[src/rtl/branch_pred_table.sv]
// Direct-mapped branch prediction table with per-entry tag, saturating counter and target,
// cleared by a sequential invalidate walk. Optional gshare indexing via `BRANCH_PRED_GSHARE_EN.
module branch_pred_table #(
    parameter int ENTRIES = 64,
    parameter int CTR_W   = 2,
    parameter int TAG_W   = 8,
    parameter int WORD_W  = 32
) (
    input  logic              CLK,
    input  logic              nRST,
    input  logic              clear,
    output logic              ready,
    input  logic [WORD_W-1:0] lookup_pc,
    output logic              pred_hit,
    output logic              pred_taken,
    output logic [WORD_W-1:0] pred_target,
    input  logic              upd_en,
    input  logic [WORD_W-1:0] upd_pc,
    input  logic              upd_taken,
    input  logic [WORD_W-1:0] upd_target
);

    localparam int IDX_W   = $clog2(ENTRIES);
    localparam int TAG_LSB = IDX_W + 2;
    localparam int TAG_MSB = IDX_W + 1 + TAG_W;

    localparam logic [CTR_W-1:0] CTR_WNT  = CTR_W'((1 << (CTR_W - 1)) - 1);
    localparam logic [CTR_W-1:0] CTR_WT   = CTR_W'(1 << (CTR_W - 1));
    localparam logic [CTR_W-1:0] CTR_MAX  = {CTR_W{1'b1}};
    localparam logic [CTR_W-1:0] CTR_ZERO = '0;
    localparam logic [IDX_W-1:0] IDX_LAST = IDX_W'(ENTRIES - 1);

    typedef enum logic {
        INIT,
        READY
    } state_e;

    state_e             state_q;
    logic [IDX_W-1:0]   walk_idx_q;
    logic               ready_q;

    logic               valid_q [ENTRIES];
    logic [TAG_W-1:0]   tag_q   [ENTRIES];
    logic [CTR_W-1:0]   ctr_q   [ENTRIES];
    logic [WORD_W-1:0]  tgt_q   [ENTRIES];

    logic [IDX_W-1:0]   lk_idx;
    logic [TAG_W-1:0]   lk_tag;
    logic [IDX_W-1:0]   up_idx;
    logic [TAG_W-1:0]   up_tag;
    logic               upd_accept;
    logic               upd_hit;

    logic               upd_we;
    logic               upd_valid_d;
    logic [TAG_W-1:0]   upd_tag_d;
    logic [CTR_W-1:0]   upd_ctr_d;
    logic [WORD_W-1:0]  upd_tgt_d;

    logic               unused_pc_bits;

    assign lk_tag = lookup_pc[TAG_MSB:TAG_LSB];
    assign up_tag = upd_pc[TAG_MSB:TAG_LSB];

    assign unused_pc_bits = ^{lookup_pc[1:0], lookup_pc[WORD_W-1:TAG_MSB+1],
                              upd_pc[1:0], upd_pc[WORD_W-1:TAG_MSB+1]};

`ifdef BRANCH_PRED_GSHARE_EN
    logic [IDX_W-1:0] ghr_q;

    assign lk_idx = lookup_pc[IDX_W+1:2] ^ ghr_q;
    assign up_idx = upd_pc[IDX_W+1:2] ^ ghr_q;

    // Lookups and updates in the same cycle both see the pre-shift history.
    always_ff @(posedge CLK) begin
        if (!nRST || clear) begin
            ghr_q <= '0;
        end else if (upd_accept) begin
            ghr_q <= {ghr_q[IDX_W-2:0], upd_taken};
        end
    end
`else
    assign lk_idx = lookup_pc[IDX_W+1:2];
    assign up_idx = upd_pc[IDX_W+1:2];
`endif

    assign upd_accept = nRST & ready_q & upd_en;
    assign upd_hit    = valid_q[up_idx] && (tag_q[up_idx] == up_tag);

    // NOTE: every output of this block gets a default first so no latch is inferred.
    always_comb begin
        upd_we      = 1'b0;
        upd_valid_d = valid_q[up_idx];
        upd_tag_d   = tag_q[up_idx];
        upd_ctr_d   = ctr_q[up_idx];
        upd_tgt_d   = tgt_q[up_idx];
        if (upd_accept) begin
            if (upd_hit) begin
                upd_we = 1'b1;
                if (upd_taken) begin
                    upd_ctr_d = (ctr_q[up_idx] == CTR_MAX) ? CTR_MAX : ctr_q[up_idx] + 1'b1;
                    upd_tgt_d = upd_target;
                end else begin
                    upd_ctr_d = (ctr_q[up_idx] == CTR_ZERO) ? CTR_ZERO : ctr_q[up_idx] - 1'b1;
                end
            end else if (upd_taken) begin
                upd_we      = 1'b1;
                upd_valid_d = 1'b1;
                upd_tag_d   = up_tag;
                upd_ctr_d   = CTR_WT;
                upd_tgt_d   = upd_target;
            end
        end
    end

    // NOTE: sequential state is assigned with <= only, so every flop samples pre-edge values.
    always_ff @(posedge CLK) begin
        if (!nRST || clear) begin
            state_q    <= INIT;
            walk_idx_q <= '0;
            ready_q    <= 1'b0;
        end else begin
            case (state_q)
                INIT: begin
                    walk_idx_q <= walk_idx_q + 1'b1;
                    if (walk_idx_q == IDX_LAST) begin
                        state_q <= READY;
                        ready_q <= 1'b1;
                    end
                end
                READY: begin
                    state_q <= READY;
                end
                default: begin
                    state_q    <= INIT;
                    walk_idx_q <= '0;
                    ready_q    <= 1'b0;
                end
            endcase
        end
    end

    // NOTE: the table has no reset; the invalidate walk clears it so it can map to plain RAM.
    always_ff @(posedge CLK) begin
        if (nRST && state_q == INIT) begin
            valid_q[walk_idx_q] <= 1'b0;
            ctr_q[walk_idx_q]   <= CTR_WNT;
        end else if (upd_we) begin
            valid_q[up_idx] <= upd_valid_d;
            tag_q[up_idx]   <= upd_tag_d;
            ctr_q[up_idx]   <= upd_ctr_d;
            tgt_q[up_idx]   <= upd_tgt_d;
        end
    end

    // Lookup reads registered contents only; a same-cycle update is not bypassed.
    assign ready       = ready_q;
    assign pred_hit    = ready_q && valid_q[lk_idx] && (tag_q[lk_idx] == lk_tag);
    assign pred_taken  = pred_hit && ctr_q[lk_idx][CTR_W-1];
    assign pred_target = pred_taken ? tgt_q[lk_idx] : lookup_pc + WORD_W'(4);

endmodule
[config.mk]
export PLATFORM = sky130hd
export DESIGN_NAME = branch_pred_table
export DESIGN_NICKNAME = d
export VERILOG_FILES = /design/src/rtl/branch_pred_table.sv
export SDC_FILE = /design/constraint.sdc
export NUM_CORES = 2
export LEC_CHECK = 0
export BUFFER_PORTS_ARGS = -buffer_cell sky130_fd_sc_hd__buf_2
export CORE_MARGIN = 2
export CORE_UTILIZATION = 57
export DETAILED_ROUTE_END_ITERATION = 10
export GPL_ROUTABILITY_DRIVEN = 0
export PLACE_DENSITY_LB_ADDON = 0.1
export SLEW_MARGIN = 15
export SYNTH_ARGS = -nofsm -noshare
export SYNTH_HDL_FRONTEND = slang
export SYNTH_SLANG_ARGS = --single-unit
[constraint.sdc]
create_clock -name CLK -period 5.45 [get_ports CLK]
set_input_delay 0.2725 -clock CLK [delete_from_list [all_inputs] [get_ports CLK]]
set_output_delay 0.2725 -clock CLK [all_outputs]
set_load 0.1 [all_outputs]
### Yosys cells after proc, flatten, opt, wreduce, memory -nomap -nowiden

Memories as Yosys holds them, arrays and structs flattened.
Cells that the tools add are included.

* $add $sub $neg: 4
* equality and inequality tests: 6
* mux-type cells: 31
* bitwise gates (word level): 3
* reductions and logical operators: 12

Operator list (number)
* $mux 32: 3
* $add 32x3->32 const B: 1
* $mux 8: 3
* $eq 8x8->1: 2
* $mux 1: 15
* $mux 2: 7
* $mux 6: 2
* $add 6x1->6 const B: 1
* $eq 6x6->1 const B: 1
* $logic_and 1x1->1: 5
* $reduce_and 3->1: 1
* $add 2x1->2 const B: 1
* $and 1x1->1: 2
* $eq 2x2->1 const B: 1
* $logic_not 2->1: 1
* $ne 2x2->1 const B: 1
* $pmux 1 s2: 1
* $reduce_and 2->1: 1
* $reduce_or 2->1: 1
* $sub 2x1->2 const B: 1
* $logic_not 1->1: 1
* $logic_or 1x1->1: 1
* $ne 1x1->1 const B: 1
* $not 1->1: 1
* $reduce_or 1->1: 1

* bits in registers: 8
* memory bits (writable): 2752
* output and inout port bits: 35
* word-level logic and storage cells: 63
* memories kept: 4

Memory list
* tgt_q: words 64, width 32, rd ports 1, clocked after Yosys merged registers in 0, wr ports 1, line 45 `logic [WORD_W-1:0] tgt_q [ENTRIES];`
* tag_q: words 64, width 8, rd ports 2, clocked after Yosys merged registers in 0, wr ports 1, line 43 `logic [TAG_W-1:0] tag_q [ENTRIES];`
* ctr_q: words 64, width 2, rd ports 2, clocked after Yosys merged registers in 0, wr ports 1, line 44 `logic [CTR_W-1:0] ctr_q [ENTRIES];`
* valid_q: words 64, width 1, rd ports 2, clocked after Yosys merged registers in 0, wr ports 1, line 42 `logic valid_q [ENTRIES];`

### Depth between registers and ports, before layout

An unclocked memory read counts as a cell.

* depth in word-level cells: 10
* gate-level depth with buffers: 17

### Worst setup path after synthesis

Ideal clock, no wire load.

* path type: input -> output
* start point: input lookup_pc[3]
* end point: output pred_hit
* arrival time: 5.262 ns
* setup slack: -0.084 ns
* stages on the path: 12
* buffers on the path: 3
* cell sequence: buf_2 buf_2 buf_2 mux4_2 mux2i_1 mux2i_1 a21oi_1 mux2_2 and2_1 or4b_1 or4b_2 nor3_1

* word-level cells in the longest chain between the ends: 3
* elaborated cells between the ends (all ways): 5
* those cells by class: eq/ne: 1; reduce/logical: 2; memory: 2

RTL lines
* start: declaration: line 13 `input logic [WORD_W-1:0] lookup_pc,`
* $mem_v2 64x8 / $mem_v2 64x1 (equally long branches)
* $eq 8x8->1 / $logic_and 1x1->1 (equally long branches): line 158 `assign pred_hit = ready_q && valid_q[lk_idx] && (tag_q[lk_idx] == lk_tag);`
* $logic_and 1x1->1 (*): line 158
* end: declaration: line 14 `output logic pred_hit,`

Mark *: on every way between the ends. The rest lies on a longest branch, timed or not.

==> impl_results.md <==
* Status: completed
* Antenna-violating nets left at 0
* Final setup viols at 0
* Avg Cell Area, Syn at roughly 21 um^2
* Worst R2R Setup Slack at 0.62 ns
* Longest Clk Path Bufs at 4
* Post-DP Area at 121000 um^2
* WP data arrival at approximately 5.2 ns
* Final period utilization at 0.994
* Final setup margin at 0.0308 ns
* Area leader, netlist: edfxtp_1
* Synth Cell Area at 114000 um^2
* Post-synth EDFFs at 2752
* Num CTS Buffers at roughly 300
* Leak pwr at 0.0417 uW
* Tot Pwr at between 40000 and 50000 uW
* Synth async-reset ratio at 0
* Post-layout min period at 5.42 ns
* Starting Density at 0.575
* Slew Limit Headroom at 0.111
* Ys flop type: edfxtp_1
* Dpl hpwl at just under 200 mm
* Post-Route WL at 327 mm
* Top-count cell post-synth: edfxtp_1
* Critical Path End: pred_target[28]
* Vias at 61276
* Area Overhead vs Synth at 15.0%
* Max Clk Rate at 185 MHz
* VDD IR max at 0.383 mV
* Area occupied by multi-input gates at 29600 um^2
* WP data required at 5.18 ns
* Filler cells at approximately 13000
* Total global routing overflow at 0
* Die width at 450 um
* Worst min path class: in -> reg
* Largest net degree at the start of global routing at approximately 150
* Crit path launch: tag_q[13][5]$_DFFE_PP_
* Vias per inst at between 7 and 8
* DIE AREA at 203000 um^2
* Fin cells at 8663
* Avg WL per Cell at 37.7 um
* Top cells by area, synth: edfxtp_1 (73%), mux4_2 (18%), mux2i_1 (1.2%)
* Total track usage at 0.324
* Post-synth net total at 5423
* Top-area cell type share of the netlist area at 0.728
* Post-Place Cells at approximately 8000
* Yosys reg bits at about 2800
* 1st-iter DRT viols at 10248
* Worst Path Max Fanout at 32
* Reg2Reg Launch Point: tag_q[55][5]$_DFFE_PP_
* Fin area at 131000 um^2
* Die Height at ~450 um
* Cell area power density at 351 nW/um^2
* Antenna violations before repair at 37
* First-pass GRT wire length at ~460 mm
* DR DRC count at 0
* Cells on worst reg2reg path at 12
* RSZ-0062 raised after global routing: false
* CP Capture Type: output port
* Max-Cap Viols at 0
* Reg clk slew, reported paths at around 0.060 ns
* Port Buffers at between 100 and 150
* Sequential Area at 82800 um^2
* Reg2reg end: ctr_q[0][1]$_DFFE_PP_
* Setup CP Type: reg -> out
* Final net count at 5901
* Number of global-route vias before repair at 59919
* H-tree depth at 5
* Endpoints failing hold at 0
* CTS tree: yes
* # Post-CTS Setup Buffers at 0
* Clock sink total at 2760
* Slew Limit Fails at 0
* Post-synth top cells: edfxtp_1 (2752), mux4_2 (907), clkbuf_1 (185)
* Root buffer cell: clkbuf_16
* Synth Warn # at 0
* Final setup skew at 0.0782 ns
* Row Count at 163
* CP Launch Type: register
* Least-Margin Pin Slew at between 1 and 1.5 ns
* Setup WS pre-CTS at 0.325 ns
* Core area at between 150000 and 200000 um^2
* Register area share after synthesis at 0.729
* Layout cells sized above 1 at 0.330
* Worst-Skew Late Latency at between 0.9 and 1 ns
* Num ports at around 140
* Yosys cell types at 82
* Drt first pass iters at 6
* Post-Syn Instances at 5320
what timing repair did:
item / CTS / global route
endpoints found under the setup margin: 0 / 1
resized for setup: 0 / 1
hold endpoints to repair: 136 / 1225
hold buffers: 5 / 21
layout make-up:
cell class | count | area share
antenna | 22 | 0.000422
timing repair buffer | 550 | 0.0426
multi-input combinational | 2174 | 0.227
tap | 2640 | 0.0253
clock buffer | 363 | 0.0605
sequential | 2760 | 0.634
inverter | 16 | 0.000470
clock inverter | 138 | 0.00980
report_power, final:
| part | switching, uW | leakage, uW | internal [uW] |
|---|---|---|---|
| Clock | 7970 | 0.00448 | 11400 |
| Combinational | 1930 | 0.0122 | 1090 |
| Sequential | 1.65 | 0.0250 | 23500 |
placed cells by master (no fill, tap or decap), types with 19 or more instances in the layout:
cell / netlist / routed
o21ai_0: 60 / 60
bufinv_16: 0 / 24
clkinv_1: 1 / 60
mux2i_1: 137 / 135
xnor2_1: 25 / 25
a211oi_1: 19 / 19
nand3_1: 38 / 38
a21oi_1: 131 / 127
and3_1: 86 / 86
a22oi_1: 90 / 90
clkbuf_16: 0 / 307
clkbuf_1: 185 / 56
buf_4: 25 / 344
clkinv_2: 0 / 41
nand4_1: 44 / 44
diode_2: 0 / 22
dlygate4sd3_1: 0 / 26
mux4_2: 907 / 907
mux2_2: 50 / 50
buf_12: 0 / 117
edfxtp_1: 2752 / 2752
o22ai_1: 34 / 34
buf_2: 99 / 57
nand2_1: 104 / 104
nor2_1: 134 / 68
nor2_4: 0 / 64
nor2b_1: 27 / 23
state kept, by name (all words and copies together) (netlist names):
signal	flops
state_q	1
ctr_q	128
tgt_q	2048
tag_q	512
walk_idx_q	6
valid_q	64
ready	1
worst max-delay path: stages, from the launching register on:
cell and delay, ns:
edfxtp_1 0.42, mux4_2 0.48, a22oi_1 0.42, a21oi_1 0.26, a21oi_1 0.26, mux2_2 0.39, a21oi_1 0.17, nand4b_1 0.11
or4_2 0.72, buf_4 0.31, mux2_1 0.43, buf_12 0.18
layer usage:
layer  track usage  vias up  routed length, um
li1              -    23797                  -
met1         0.485    32523             125000
met2         0.466     4304             146000
met3        0.0828      640              42100
met4         0.124       12              13400
met5             0        -                 86
worst min path at each step:
stage	start	cells past startpoint	endpoint	slack, ns
2_1_floorplan	upd_target[0]	0	tgt_q[0][0]$_DFFE_PP_	0.37
3_3_place_gp	walk_idx_q[0]$_SDFFE_PP0N_	2	walk_idx_q[0]$_SDFFE_PP0N_	0.53
3_5_place_dp	walk_idx_q[0]$_SDFFE_PP0N_	2	walk_idx_q[0]$_SDFFE_PP0N_	0.54
4_1_cts	upd_pc[11]	3	tag_q[32][3]$_DFFE_PP_	0.003
5_1_grt	upd_pc[9]	4	tag_q[6][1]$_DFFE_PP_	0.05
6_report	upd_pc[9]	4	tag_q[36][1]$_DFFE_PP_	0.07
through the flow:
step                hold WS, ns  setup TNS (ns)   util
detailed placement        0.542               0  0.612
CTS                     0.00258               0  0.659
floorplan                 0.371           -8.91      -
finish                   0.0706               0  0.661
global placement          0.530               0  0.612
global route             0.0502               0  0.661
cells by family after synthesis:
logic type	after synthesis	synth area share
compound gates	459	0.0270
mux	1101	0.198
simple gates	576	0.0272
fa+ha+maj	2	0.000220
flops	2760	0.729
xor+xnor	36	0.00278
buf+inv	386	0.0159
(Power assumes the default switching activity.)
